[src/rtl/sr_btn_conditioner_pkg.sv]
// Shared definitions for the RS-trigger button conditioner: FSM state encoding
// and default timing parameters.
package sr_btn_conditioner_pkg;

    typedef enum logic [1:0] {
        IDLE    = 2'd0,
        PULSE_S = 2'd1,
        PULSE_R = 2'd2,
        GAP     = 2'd3
    } state_t;

    localparam int DEF_DB_CYCLES    = 16;
    localparam int DEF_PULSE_CYCLES = 4;

endpackage

[src/rtl/sr_btn_conditioner_debounce.sv]
// One button channel: 2-flop synchroniser, stability counter and press-edge
// detector. Releases are filtered the same way but produce no output.
module btn_debounce
    import sr_btn_conditioner_pkg::*;
#(
    parameter int DB_CYCLES = DEF_DB_CYCLES
) (
    input  logic clk,
    input  logic rst,
    input  logic btn,
    output logic rise
);

    localparam int CNT_W = (DB_CYCLES > 1) ? $clog2(DB_CYCLES) : 1;
    localparam logic [CNT_W-1:0] CNT_MAX = CNT_W'(DB_CYCLES - 1);

    logic             sync_p0;
    logic             sync_p1;
    logic             stable;
    logic             stable_d;
    logic [CNT_W-1:0] cnt;

    always_ff @(posedge clk) begin
        if (rst) begin
            sync_p0  <= 1'b0;
            sync_p1  <= 1'b0;
            stable   <= 1'b0;
            stable_d <= 1'b0;
            cnt      <= '0;
        end else begin
            sync_p0  <= btn;
            sync_p1  <= sync_p0;
            stable_d <= stable;
            // Any return to the accepted level restarts the stability window.
            if (sync_p1 != stable) begin
                if (cnt == CNT_MAX) begin
                    stable <= sync_p1;
                    cnt    <= '0;
                end else begin
                    cnt <= cnt + CNT_W'(1);
                end
            end else begin
                cnt <= '0;
            end
        end
    end

    assign rise = stable & ~stable_d;

endmodule

[src/rtl/sr_btn_conditioner.sv]
// Turns two bouncing buttons into clean, mutually exclusive S/R pulses for the
// RS trigger, with a one-deep pending slot for the opposite channel.
module sr_btn_conditioner
    import sr_btn_conditioner_pkg::*;
#(
    parameter int DB_CYCLES    = DEF_DB_CYCLES,
    parameter int PULSE_CYCLES = DEF_PULSE_CYCLES
) (
    input  logic clk,
    input  logic rst,
    input  logic btn_s,
    input  logic btn_r,
    output logic S,
    output logic R,
    output logic busy,
    output logic conflict
);

    localparam int PW = (PULSE_CYCLES > 1) ? $clog2(PULSE_CYCLES) : 1;
    localparam logic [PW-1:0] PCNT_LOAD = PW'(PULSE_CYCLES - 1);

    logic          rise_s;
    logic          rise_r;
    state_t        state;
    state_t        state_nxt;
    logic [PW-1:0] pcnt;
    logic [PW-1:0] pcnt_nxt;
    logic          pend;
    logic          pend_nxt;
    logic          last_s;
    logic          last_s_nxt;
    logic          conflict_nxt;
    logic          opp_rise;

    btn_debounce #(.DB_CYCLES(DB_CYCLES)) u_db_s (
        .clk  (clk),
        .rst  (rst),
        .btn  (btn_s),
        .rise (rise_s)
    );

    btn_debounce #(.DB_CYCLES(DB_CYCLES)) u_db_r (
        .clk  (clk),
        .rst  (rst),
        .btn  (btn_r),
        .rise (rise_r)
    );

    always_ff @(posedge clk) begin
        if (rst) begin
            state    <= IDLE;
            pcnt     <= '0;
            pend     <= 1'b0;
            last_s   <= 1'b0;
            S        <= 1'b0;
            R        <= 1'b0;
            conflict <= 1'b0;
        end else begin
            state    <= state_nxt;
            pcnt     <= pcnt_nxt;
            pend     <= pend_nxt;
            last_s   <= last_s_nxt;
            S        <= (state_nxt == PULSE_S);
            R        <= (state_nxt == PULSE_R);
            conflict <= conflict_nxt;
        end
    end

    // In GAP the only request worth serving is the channel that did not just pulse.
    assign opp_rise = last_s ? rise_r : rise_s;

    always_comb begin
        state_nxt    = state;
        pcnt_nxt     = pcnt;
        pend_nxt     = pend;
        last_s_nxt   = last_s;
        conflict_nxt = 1'b0;
        case (state)
            IDLE: begin
                if (rise_s && rise_r) begin
                    conflict_nxt = 1'b1;
                end else if (rise_s) begin
                    state_nxt  = PULSE_S;
                    pcnt_nxt   = PCNT_LOAD;
                    last_s_nxt = 1'b1;
                end else if (rise_r) begin
                    state_nxt  = PULSE_R;
                    pcnt_nxt   = PCNT_LOAD;
                    last_s_nxt = 1'b0;
                end
            end
            PULSE_S, PULSE_R: begin
                if ((state == PULSE_S) ? rise_r : rise_s) begin
                    pend_nxt = 1'b1;
                end
                if (pcnt == '0) begin
                    state_nxt = GAP;
                end else begin
                    pcnt_nxt = pcnt - PW'(1);
                end
            end
            default: begin
                if (pend || opp_rise) begin
                    state_nxt  = last_s ? PULSE_R : PULSE_S;
                    pcnt_nxt   = PCNT_LOAD;
                    last_s_nxt = ~last_s;
                    pend_nxt   = 1'b0;
                end else begin
                    state_nxt = IDLE;
                end
            end
        endcase
    end

    always_comb begin
        busy = (state != IDLE);
    end

endmodule

[config.mk]
export PLATFORM = sky130hd
export DESIGN_NAME = sr_btn_conditioner
export DESIGN_NICKNAME = d
export VERILOG_FILES = /design/src/rtl/sr_btn_conditioner_pkg.sv /design/src/rtl/sr_btn_conditioner_debounce.sv /design/src/rtl/sr_btn_conditioner.sv
export SDC_FILE = /design/constraint.sdc
export NUM_CORES = 1
export LEC_CHECK = 0
export CAP_MARGIN = 20
export CORE_UTILIZATION = 45
export CTS_BUF_LIST = sky130_fd_sc_hd__clkbuf_4 sky130_fd_sc_hd__clkbuf_8
export DETAILED_ROUTE_END_ITERATION = 7
export PLACE_DENSITY = 0.75
export SLEW_MARGIN = 20
export SYNTH_ARGS = -nofsm -noshare
export SYNTH_HDL_FRONTEND = slang
export SYNTH_SLANG_ARGS = --single-unit
[constraint.sdc]
create_clock -name clk -period 2.1 [get_ports clk]
set_input_delay 0.525 -clock clk [delete_from_list [all_inputs] [get_ports clk]]
set_output_delay 0.525 -clock clk [all_outputs]
set_load 0.005 [all_outputs]
==> out/qor.csv <==
metric;value;unit
# DRC;0;
synthesized area;1130;um2
Crit path required time;1.57;ns
first-pass GRT wire length;3.45;mm
fin crit period;1.69;ns
Setup Total Neg Slack;0;ns
xor/xnor cell area share of the yosys netlist;5.42;%
Slew @ Worst Pin;0.322;ns
syn avg cell area;9.35;um2
worst hold start;u_db_r.sync_p0;
Buffers on Ports;7;
TritonCTS Buffers;3;
Final Hold Vio Count;0;
Adder-Cell Fraction of Synth Area;7.63;%
R2R Setup Slk;0.47;ns
die width;52.1;um
ant diodes;0;
CP endpoint kind;output pin;
max-slew violation count;0;
post-route clock period utilization;80.5;%
H-tree depth;1;
area delta synth->final;12.6;%
Rel. slew slack;78.4;%
finished layout cell area;1270;um2
Std-Cell Rows;17;
Antenna Nets Post-Route;0;
Synth Flop Type;dfxtp_1;
Avg WL per Cell;12.2;um
outcome;finished, final reports clean;
Routed WL;1.95;mm
DP Area;1230;um2
Synthesis Warnings;0;
worst hold path depth;1;
CTS max path bufs;2;
final setup violating endpoints;0;
clk_lat worst skew;0.31;ns
FF/Latch Area;508;um2
post-synthesis simple-gate area fraction;19.8;%
post-synthesis mux area share;2.65;%
largest net degree at the start of global routing;15;
Die ar.;2720;um2
largest family of logic cells by synthesized area;simple AND/OR/NAND/NOR gates;
fill cell count;224;
Worst Setup Start Kind;flip-flop;
clk sink count;25;
Max rail drop VDD;577;uV
Die Y;52.1;um
Clock Skew;0.00336;ns
via count;855;
Clock Pin Slew Worst Setup and Hold Paths;0.13;ns
hold endpoint;u_db_r.sync_p1;
GRT Total Usage;17.2;%
flops & latches, synth;25;
fin nets;142;
Net Count, Synth;131;
unrepaired setup endpoints after global routing;false;
largest fanout on the critical path;5;
total global routing overflow;0;
crit path DAT;1.17;ns
Yosys cell types;34;
setup ws final;0.409;ns
Starting DRT DRC Count;28;
Max-Cap Viols;0;
worst r2r path cells;5;
synthesized netlist cell count;121;
area of the core;2300;um2
fmax;591;MHz
GPL Wtd Cong;0.842;
Fin Hold WS;0.453;ns
share of cells above drive strength 1;9.16;%
pre-CTS setup slack;0.285;ns
drt first pass iters;4;
multi-input logic area;574;um2
vias in the first global route;817;
LEAKAGE;0.000562;uW
CTS tree;built;
RR Endpoint;S;
Post-synth EDFFs;0;
Compound-Gate Fraction of Synth Area;15.3;%
routed vias/inst;5.38;
Hold WC Path Type;flip-flop to flip-flop;
Root Driver;clkbuf_4;
initial antenna violation count;0;
Crit Path Class;flip-flop to output pin;
Initial Utilization;49.2;%
post-synthesis sequential area ratio;44.2;%
hpwl dp;1.46;mm
power per cell area;831;nW/um2
Async S/R FF share, synth;0;%
# IOs;8;
Reg-to-Reg Start;state[1];
how the worst max path moves through the flow:
stage,startpoint,cells past startpoint,to
5_1_grt,state[1],4,busy
4_1_cts,state[1],4,busy
3_5_place_dp,state[0],4,busy
2_1_floorplan,state[0],7,pcnt[0]
3_3_place_gp,state[0],4,busy
6_report,state[1],4,busy
timing repair:
action | 4_1_cts | 5_1_grt
hold endpoints to repair | 0 | 0
setup endpoints to repair | 1 | 1
buffers inserted | 1 | 0
hold buffers | 0 | 0
gates resized for setup | 3 | 2
cloned | 0 | 0
pin swaps | 0 | 0
cell type report:
type                       count  area share [%]
timing repair buffer          10            7.47
multi-input combinational     83            45.1
inverter                       9            2.65
sequential                    25            39.9
clock buffer                   3            1.77
clock inverter                 1           0.393
tap                           28            2.75
cell families (layout without fill, tap and decap cells):
logic type	Yosys count	after routing
DFF	25	25
adders and majority gates	7	7
buffers and inverters	13	23
and+or+nand+nor	44	44
muxes	3	3
AOI/OAI and AO/OA	22	22
xor gates and xnor gates	7	7
worst max-delay path, cell delays in order, from the launching register on:
cell and delay [ns]:
dfxtp_4 0.39, inv_1 0.05, ha_1 0.18, inv_1 0.10, dlymetal6s2s_1 0.13
routing by layer:
layer	wire, um	track usage (%)	up-vias
met5	0	0	-
met4	14	8.77	0
met3	78	3.80	2
met2	951	28.8	16
met1	900	20.2	401
li1	-	-	436
cell usage in the layout (no fill, tap or decap), drive strengths merged:
master         count
a21boi             1
clkdlybuf4s50      6
nor3               4
inv                9
buf                3
a31oi              1
nand3b             1
clkbuf             3
nand2              6
dfxtp             25
xnor2              1
o311ai             1
mux2i              3
o31a               1
o21a               2
dlymetal6s2s       1
a2111oi            1
clkinv             1
nor2              13
o21ai              3
a211o              1
o211a              2
ha                 6
nand2b             2
and3               3
a211oi             3
xor2               6
nor2b              7
and2b              1
o2111ai            1
nand3              7
a21oi              2
maj3               1
o211ai             2
o2111a             1
synth_stat cells (2+ instances only):
library cell | n | area share [%]
dfxtp_1 | 25 | 44
nor2_1 | 13 | 4.3
inv_1 | 9 | 3.0
nand3_1 | 7 | 3.1
ha_1 | 6 | 6.6
nand2_1 | 6 | 2.0
nor2b_1 | 6 | 3.3
xor2_1 | 6 | 4.6
nor3_1 | 4 | 1.8
and3_1 | 3 | 1.7
clkbuf_1 | 3 | 1.0
mux2i_1 | 3 | 2.7
o21ai_0 | 3 | 1.3
a211oi_1 | 2 | 1.3
a21oi_1 | 2 | 0.88
nand2b_1 | 2 | 1.1
o211a_1 | 2 | 1.8
o211ai_1 | 2 | 1.3
o21a_1 | 2 | 1.3
state kept, by name, indices dropped and copies added, names as in the netlist, 2 cells and up:
| register | cells |
|---|---|
| pcnt | 2 |
| u_db_r.cnt | 4 |
| state | 2 |
| u_db_s.cnt | 4 |
power breakdown:
| group | total [uW] | internal, uW | switching, uW |
|---|---|---|---|
| sequential | 529 | 512 | 17.0 |
| combinational | 319 | 149 | 170 |
| clock | 210 | 71.2 | 139 |
| total | 1060 | 733 | 326 |
per-stage QoR:
step / util, % / instances / total power, uW
CTS: 55.2 / 159 / 1080
detailed placement: 53.5 / 154 / 852
global route: 55.4 / 159 / 1140
floorplan: - / 121 / 751
global placement: 53.5 / 154 / 837
finish: 55.4 / 159 / 1060
(Power assumes the default switching activity.)
